## config.mk

```make
export PLATFORM = sky130hd
export DESIGN_NAME = player_controller
export DESIGN_NICKNAME = d
export VERILOG_FILES = /design/src/rtl/player_controller.sv
export SDC_FILE = /design/constraint.sdc
export NUM_CORES = 1
export LEC_CHECK = 0
export CORE_MARGIN = 2
export CORE_UTILIZATION = 35
export DETAILED_ROUTE_END_ITERATION = 16
export PLACE_DENSITY = 0.5
export SKIP_CTS_REPAIR_TIMING = 1
export SYNTH_ARGS = -nofsm -noshare
export SYNTH_HDL_FRONTEND = slang
export SYNTH_SLANG_ARGS = --single-unit
```

## constraint.sdc

```tcl
create_clock -name clk -period 3.5 [get_ports clk]
set_input_delay 1.05 -clock clk [delete_from_list [all_inputs] [get_ports clk]]
set_output_delay 1.05 -clock clk [all_outputs]
set_load 0.05 [all_outputs]
```

## src/rtl/player_controller.sv

```systemverilog
// player_controller: debounced four-button XY mover
// with step timing, speed boost and clamped loads.
module player_controller #(
  parameter int POS_W           = 10,
  parameter int INIT_X          = 320,
  parameter int INIT_Y          = 300,
  parameter int MIN_X           = 20,
  parameter int MAX_X           = 620,
  parameter int MIN_Y           = 62,
  parameter int MAX_Y           = 485,
  parameter int STEP_PERIOD     = 100,
  parameter int DEBOUNCE_CYCLES = 16,
  parameter int FAST_AFTER      = 8,
  parameter int FAST_STEP       = 2,
  parameter int BTN_ACTIVE_LOW  = 1
) (
  input  logic             clk,
  input  logic             rst,
  input  logic             btn_up,
  input  logic             btn_down,
  input  logic             btn_left,
  input  logic             btn_right,
  input  logic             load_en,
  input  logic [POS_W-1:0] load_x,
  input  logic [POS_W-1:0] load_y,
  output logic [POS_W-1:0] pos_x,
  output logic [POS_W-1:0] pos_y,
  output logic [1:0]       dir_x,
  output logic [1:0]       dir_y,
  output logic             at_limit_x,
  output logic             at_limit_y
);

  localparam int EXT_W = POS_W + 1;
  localparam int DB_W  = $clog2(DEBOUNCE_CYCLES + 1);
  localparam int TM_W  = $clog2(STEP_PERIOD + 1);
  localparam int SC_W  = $clog2(FAST_AFTER + 2);
  localparam logic REL = (BTN_ACTIVE_LOW != 0);

  typedef enum logic [1:0] {
    S_IDLE = 2'd0,
    S_NEG  = 2'd1,
    S_POS  = 2'd2
  } axis_e;

  // Button index: 0 up, 1 down, 2 left, 3 right.
  logic [3:0]      raw;
  logic [3:0]      sync1_q;
  logic [3:0]      sync2_q;
  logic [3:0]      db_q;
  logic [3:0]      db_d;
  logic [DB_W-1:0] dcnt_q [4];
  logic [DB_W-1:0] dcnt_d [4];
  logic [3:0]      pressed;
  logic [1:0]      neg_b;
  logic [1:0]      pos_b;

  // Axis index: 0 x, 1 y.
  axis_e            st_q   [2];
  axis_e            st_d   [2];
  axis_e            want   [2];
  logic [TM_W-1:0]  tm_q   [2];
  logic [TM_W-1:0]  tm_d   [2];
  logic [SC_W-1:0]  sc_q   [2];
  logic [SC_W-1:0]  sc_d   [2];
  logic [POS_W-1:0] pos_q  [2];
  logic [POS_W-1:0] pos_d  [2];

  assign raw = {btn_right, btn_left, btn_down, btn_up};

  function automatic logic [EXT_W-1:0] lo_of(input int a);
    return (a == 0) ? EXT_W'(MIN_X) : EXT_W'(MIN_Y);
  endfunction

  function automatic logic [EXT_W-1:0] hi_of(input int a);
    return (a == 0) ? EXT_W'(MAX_X) : EXT_W'(MAX_Y);
  endfunction

  function automatic logic [POS_W-1:0] clamp(
    input logic [POS_W-1:0] v,
    input int               a
  );
    logic [EXT_W-1:0] e;
    logic [EXT_W-1:0] r;
    e = {1'b0, v};
    r = e;
    if (e < lo_of(a)) r = lo_of(a);
    if (e > hi_of(a)) r = hi_of(a);
    return r[POS_W-1:0];
  endfunction

  // Wide arithmetic so the bound test sees the
  // true sum before it is narrowed back.
  function automatic logic [POS_W-1:0] step_pos(
    input logic [POS_W-1:0] p,
    input logic [EXT_W-1:0] amt,
    input logic             neg,
    input int               a
  );
    logic [EXT_W-1:0] e;
    logic [EXT_W-1:0] r;
    e = {1'b0, p};
    if (neg) begin
      r = (e < lo_of(a) + amt) ? lo_of(a) : e - amt;
    end else begin
      r = (e + amt > hi_of(a)) ? hi_of(a) : e + amt;
    end
    return r[POS_W-1:0];
  endfunction

  // Two-flop synchronizers, parked at the released level.
  always_ff @(posedge clk or posedge rst) begin
    if (rst) begin
      sync1_q <= {4{REL}};
      sync2_q <= {4{REL}};
    end else begin
      sync1_q <= raw;
      sync2_q <= sync1_q;
    end
  end

  // Debounce: flip only after a full run of disagreeing cycles.
  always_comb begin
    for (int i = 0; i < 4; i++) begin
      db_d[i]   = db_q[i];
      dcnt_d[i] = '0;
      if (sync2_q[i] != db_q[i]) begin
        if (dcnt_q[i] == DB_W'(DEBOUNCE_CYCLES - 1)) begin
          db_d[i] = sync2_q[i];
        end else begin
          dcnt_d[i] = dcnt_q[i] + DB_W'(1);
        end
      end
    end
  end

  // Debounced level and run counters.
  always_ff @(posedge clk or posedge rst) begin
    if (rst) begin
      db_q <= {4{REL}};
      for (int i = 0; i < 4; i++) dcnt_q[i] <= '0;
    end else begin
      db_q <= db_d;
      for (int i = 0; i < 4; i++) dcnt_q[i] <= dcnt_d[i];
    end
  end

  assign pressed = REL ? ~db_q : db_q;
  assign neg_b   = {pressed[0], pressed[2]};
  assign pos_b   = {pressed[1], pressed[3]};

  // Requested axis state from the debounced pair.
  always_comb begin
    for (int a = 0; a < 2; a++) begin
      want[a] = S_IDLE;
      unique case (1'b1)
        (neg_b[a] & ~pos_b[a]): want[a] = S_NEG;
        (pos_b[a] & ~neg_b[a]): want[a] = S_POS;
        default:                want[a] = S_IDLE;
      endcase
    end
  end

  // Axis FSM, step timer, boost count and position.
  always_comb begin
    for (int a = 0; a < 2; a++) begin
      st_d[a]  = st_q[a];
      tm_d[a]  = tm_q[a];
      sc_d[a]  = sc_q[a];
      pos_d[a] = pos_q[a];
      if (load_en) begin
        pos_d[a] = clamp((a == 0) ? load_x : load_y, a);
        tm_d[a]  = '0;
        sc_d[a]  = '0;
      end else if (want[a] != st_q[a]) begin
        st_d[a] = want[a];
        tm_d[a] = '0;
        sc_d[a] = '0;
      end else if (st_q[a] != S_IDLE) begin
        if (tm_q[a] == TM_W'(STEP_PERIOD - 1)) begin
          tm_d[a]  = '0;
          pos_d[a] = step_pos(
            pos_q[a],
            (sc_q[a] >= SC_W'(FAST_AFTER)) ?
              EXT_W'(FAST_STEP) : EXT_W'(1),
            (st_q[a] == S_NEG),
            a);
          if (sc_q[a] < SC_W'(FAST_AFTER)) begin
            sc_d[a] = sc_q[a] + SC_W'(1);
          end
        end else begin
          tm_d[a] = tm_q[a] + TM_W'(1);
        end
      end
    end
  end

  // Axis state registers.
  always_ff @(posedge clk or posedge rst) begin
    if (rst) begin
      for (int a = 0; a < 2; a++) begin
        st_q[a] <= S_IDLE;
        tm_q[a] <= '0;
        sc_q[a] <= '0;
      end
      pos_q[0] <= POS_W'(INIT_X);
      pos_q[1] <= POS_W'(INIT_Y);
    end else begin
      for (int a = 0; a < 2; a++) begin
        st_q[a]  <= st_d[a];
        tm_q[a]  <= tm_d[a];
        sc_q[a]  <= sc_d[a];
        pos_q[a] <= pos_d[a];
      end
    end
  end

  assign pos_x = pos_q[0];
  assign pos_y = pos_q[1];
  assign dir_x = st_q[0];
  assign dir_y = st_q[1];

  assign at_limit_x = (pos_q[0] == POS_W'(MIN_X)) ||
                      (pos_q[0] == POS_W'(MAX_X));
  assign at_limit_y = (pos_q[1] == POS_W'(MIN_Y)) ||
                      (pos_q[1] == POS_W'(MAX_Y));

endmodule

```

==> impl_metrics.toml <==
[status]
status = "finished, final reports clean"

[cells_and_area]
syn_to_final_growth_pct = 18.95
layout.nets = 713
n_fill_cell = 1519
drive_gt1_share_pct = 12.56
antennaDiodeCount = 0

[clock_network]
cts_buffers = 9
clock_path_buffers = 2
clock_latency_ns = 0.34
cts_tree = "yes"
clockRootBuffer = "clkbuf_16"
cts.sinks = 78
clkSlewWorstSetupHoldPaths_ns = 0.06
htreeDepth = 3

[timing]
tightest_slew_ns = 0.7896
maxSlewViolCount = 0
finalSetupViolCount = 0
setup_tns_ns = 0
layout_min_cycle_time_ns = 3.040
hold_viol = 0
rsz0062_at_grt = "no"
hold_ws_ns = 0.3556
period_share_pct = 86.85
fin_skew_ns = 0.007267
fmax_mhz = 329.0
max_slew_margin_pct = 46.88

[grt]
antenna_found_initial = 0
grt_max_degree = 40
grt_pass1_vias = 4835
grt_pass1_wl_mm = 24.41
overflow = 0
grt_use_total_pct = 18.50

[critical_path]
ff2ff_path_depth = 8
path_max_fanout = 20
max_stage_delay_ns = 0.88
cp.required_ns = 2.45
r2r_slack_ns = 0.68
critPathLaunchType = "flip-flop"
crit_family = "buffers and inverters"
path_cells = "clkdlybuf4s50_1"
end_kind = "output port"
startpoint = "pos_y[2]$_DFFE_PP1P_"
arrival_ns = 1.99
r2r-end = "pos_y[3]$_DFFE_PP1P_"
cp-endpoint = "pos_y[2]"
cp_num_buf_inv = 1
path_class = "flip-flop to output port"
reg2reg_from = "pos_y[1]$_DFFE_PP0P_"
slowest_stage = "clkdlybuf4s50_1"
worst-path-stages = 1

[drt]
drt_pass1_iterations = 5
routed_wl_mm = 14.72
ant_nets = 0
avgViaCountPerCell = 5.565
drc = 0
wl_per_cell_um = 16.73
vias = 4897
drt_iter0_drc = 482

[min_path]
worstHoldStart = "sync1_q[3]$_DFF_PP1_"
hold_class = "flip-flop to flip-flop"

[power]
power_density_nw_per_um2 = 403.6
peakVddDrop_mv = 0.4041
p_total_w = 0.002628
leakagePower_nw = 2.701

[flow_run]
maxCapViolations = 0

[floorplanning]
coreArea_um2 = 15260
io_pins = 53
fp-row-count = 45
die-area_um2 = 16660
die_w_um = 129.1
start_util_pct = 35.88
die_h_um = 129.1

[yosys]
synth-seq-cells = 78
syn_inst = 625
synth_area_um2 = 5474
synth-seq-area-share_pct = 36.07
ys.warnings.count = 0
synth_nets = 674
synthArstFlopShare_pct = 100.0
ys_types = 85
synth_edf_count = 0
synthFlopType = "dfrtp_1"
synth_area_per_cell_um2 = 8.758

[placement]
hpwl_mm = 10.77
portBuffers = 52
gp_congestion = 0.9055
## cells by family after synthesis
group                      count (synthesis)  synth area share (%)
AOI/OAI and AO/OA                        164                 21.28
xor gates and xnor gates                  37                 5.920
adders and majority gates                 22                 5.440
muxes                                     10                 1.920
and+or+nand+nor                          255                 24.75
DFF                                       78                 36.07
buffers and inverters                     59                 4.617
## worst register-to-register path: stages (launching register included)
cell and delay (ns):
dfrtp_1 0.50, inv_1 0.15, fa_1 0.58, nor2b_1 0.36
a21boi_0 0.17, o22ai_1 0.18, o21ai_0 0.13, a21boi_0 0.46
a221o_1 0.23
## sequential cells by signal (all words and copies together) (netlist names)
signal   flops
dir_y        2
sync1_q      4
dir_x        2
db_q         4
pos_y       10
sync2_q      4
tm_q        14
dcnt_q      20
pos_x       10
sc_q         8
## cell type report
type	count	area (um^2)	area share (%)
Clock buffer	11	242.7	3.728
Clock inverter	5	65.06	0.9992
Inverter	21	80.08	1.230
Multi-Input combinational cell	488	3252	49.94
Sequential cell	78	1974	30.32
Tap cell	211	264.0	4.055
Timing Repair Buffer	66	633.1	9.723
## metal layers
layer  part of all wire (%)  track usage [%]  up-vias  wire length (um)
li1                       -                -     2358                 -
met1                     46            25.56     2361              6821
met2                     46            28.70      145              6823
met3                    4.8            4.253       33               704
met4                    2.5            6.330        0               371
met5                      0                0        -                 0
## worst min path at each step
stage / to / cells past startpoint
6_report: sync2_q[3]$_DFF_PP1_ / 0
5_1_grt: sync2_q[3]$_DFF_PP1_ / 0
4_1_cts: sync2_q[3]$_DFF_PP1_ / 0
3_5_place_dp: sync2_q[3]$_DFF_PP1_ / 0
3_3_place_gp: sync2_q[2]$_DFF_PP1_ / 0
2_1_floorplan: sync2_q[0]$_DFF_PP1_ / 0
## cells in the mapped netlist (6+ instances only)
library cell   n  share of area, %
nor2_1        64               4.4
dfrtp_1       60                27
nand2_1       52               3.6
o21ai_0       35               3.2
a21oi_1       26               2.4
nand3_1       22               2.0
inv_1         21               1.4
nor3_1        21               1.9
xor2_1        21               3.4
clkbuf_1      20               1.4
ha_1          19               4.3
dfstp_2       18               8.6
xnor2_1       16               2.6
nand2b_1      14               1.6
a31oi_1       13               1.5
buf_2         13               1.2
and2_1        12               1.4
nor4_1        10               1.1
o211ai_1      10               1.4
o22ai_1       10               1.1
and3_1         9               1.0
nor2b_1        7              0.80
mux2i_1        6               1.1
or2_2          6              0.69
## power breakdown
part / switching, W / internal (W)
sequential: 0.0000953 / 0.000959
clock: 0.000385 / 0.000581
combinational: 0.000365 / 0.000243
total: 0.000845 / 0.00178
## stage by stage
stage	instances	utilization, %	cell area [um^2]	setup WS, ns
final	880	42.67	6511	0.4601
after global placement	864	40.66	6203	0.5311
after global routing	880	42.67	6511	0.2944
after CTS	880	42.67	6511	0.4319
after floorplan	625	-	5479	0.1723
after detailed placement	864	40.66	6203	0.4955
## cells in the final DEF, fill, tap and decap left out, types with 6 or more instances in the layout
master,n
or2_2,6
nand2_1,52
mux2i_1,6
nor2_1,64
o211ai_1,10
xor2_1,21
inv_1,20
a21oi_1,26
nand3_1,22
nand2b_1,14
dfstp_2,18
clkdlybuf4s50_1,50
a31oi_1,13
ha_1,19
and2_1,12
nor3_1,20
nor4_1,10
dfrtp_1,60
and3_1,9
o22ai_1,10
clkbuf_16,9
xnor2_1,16
buf_4,15
o21ai_0,35
nor2b_1,7
Power figures use the tool's default switching activity.
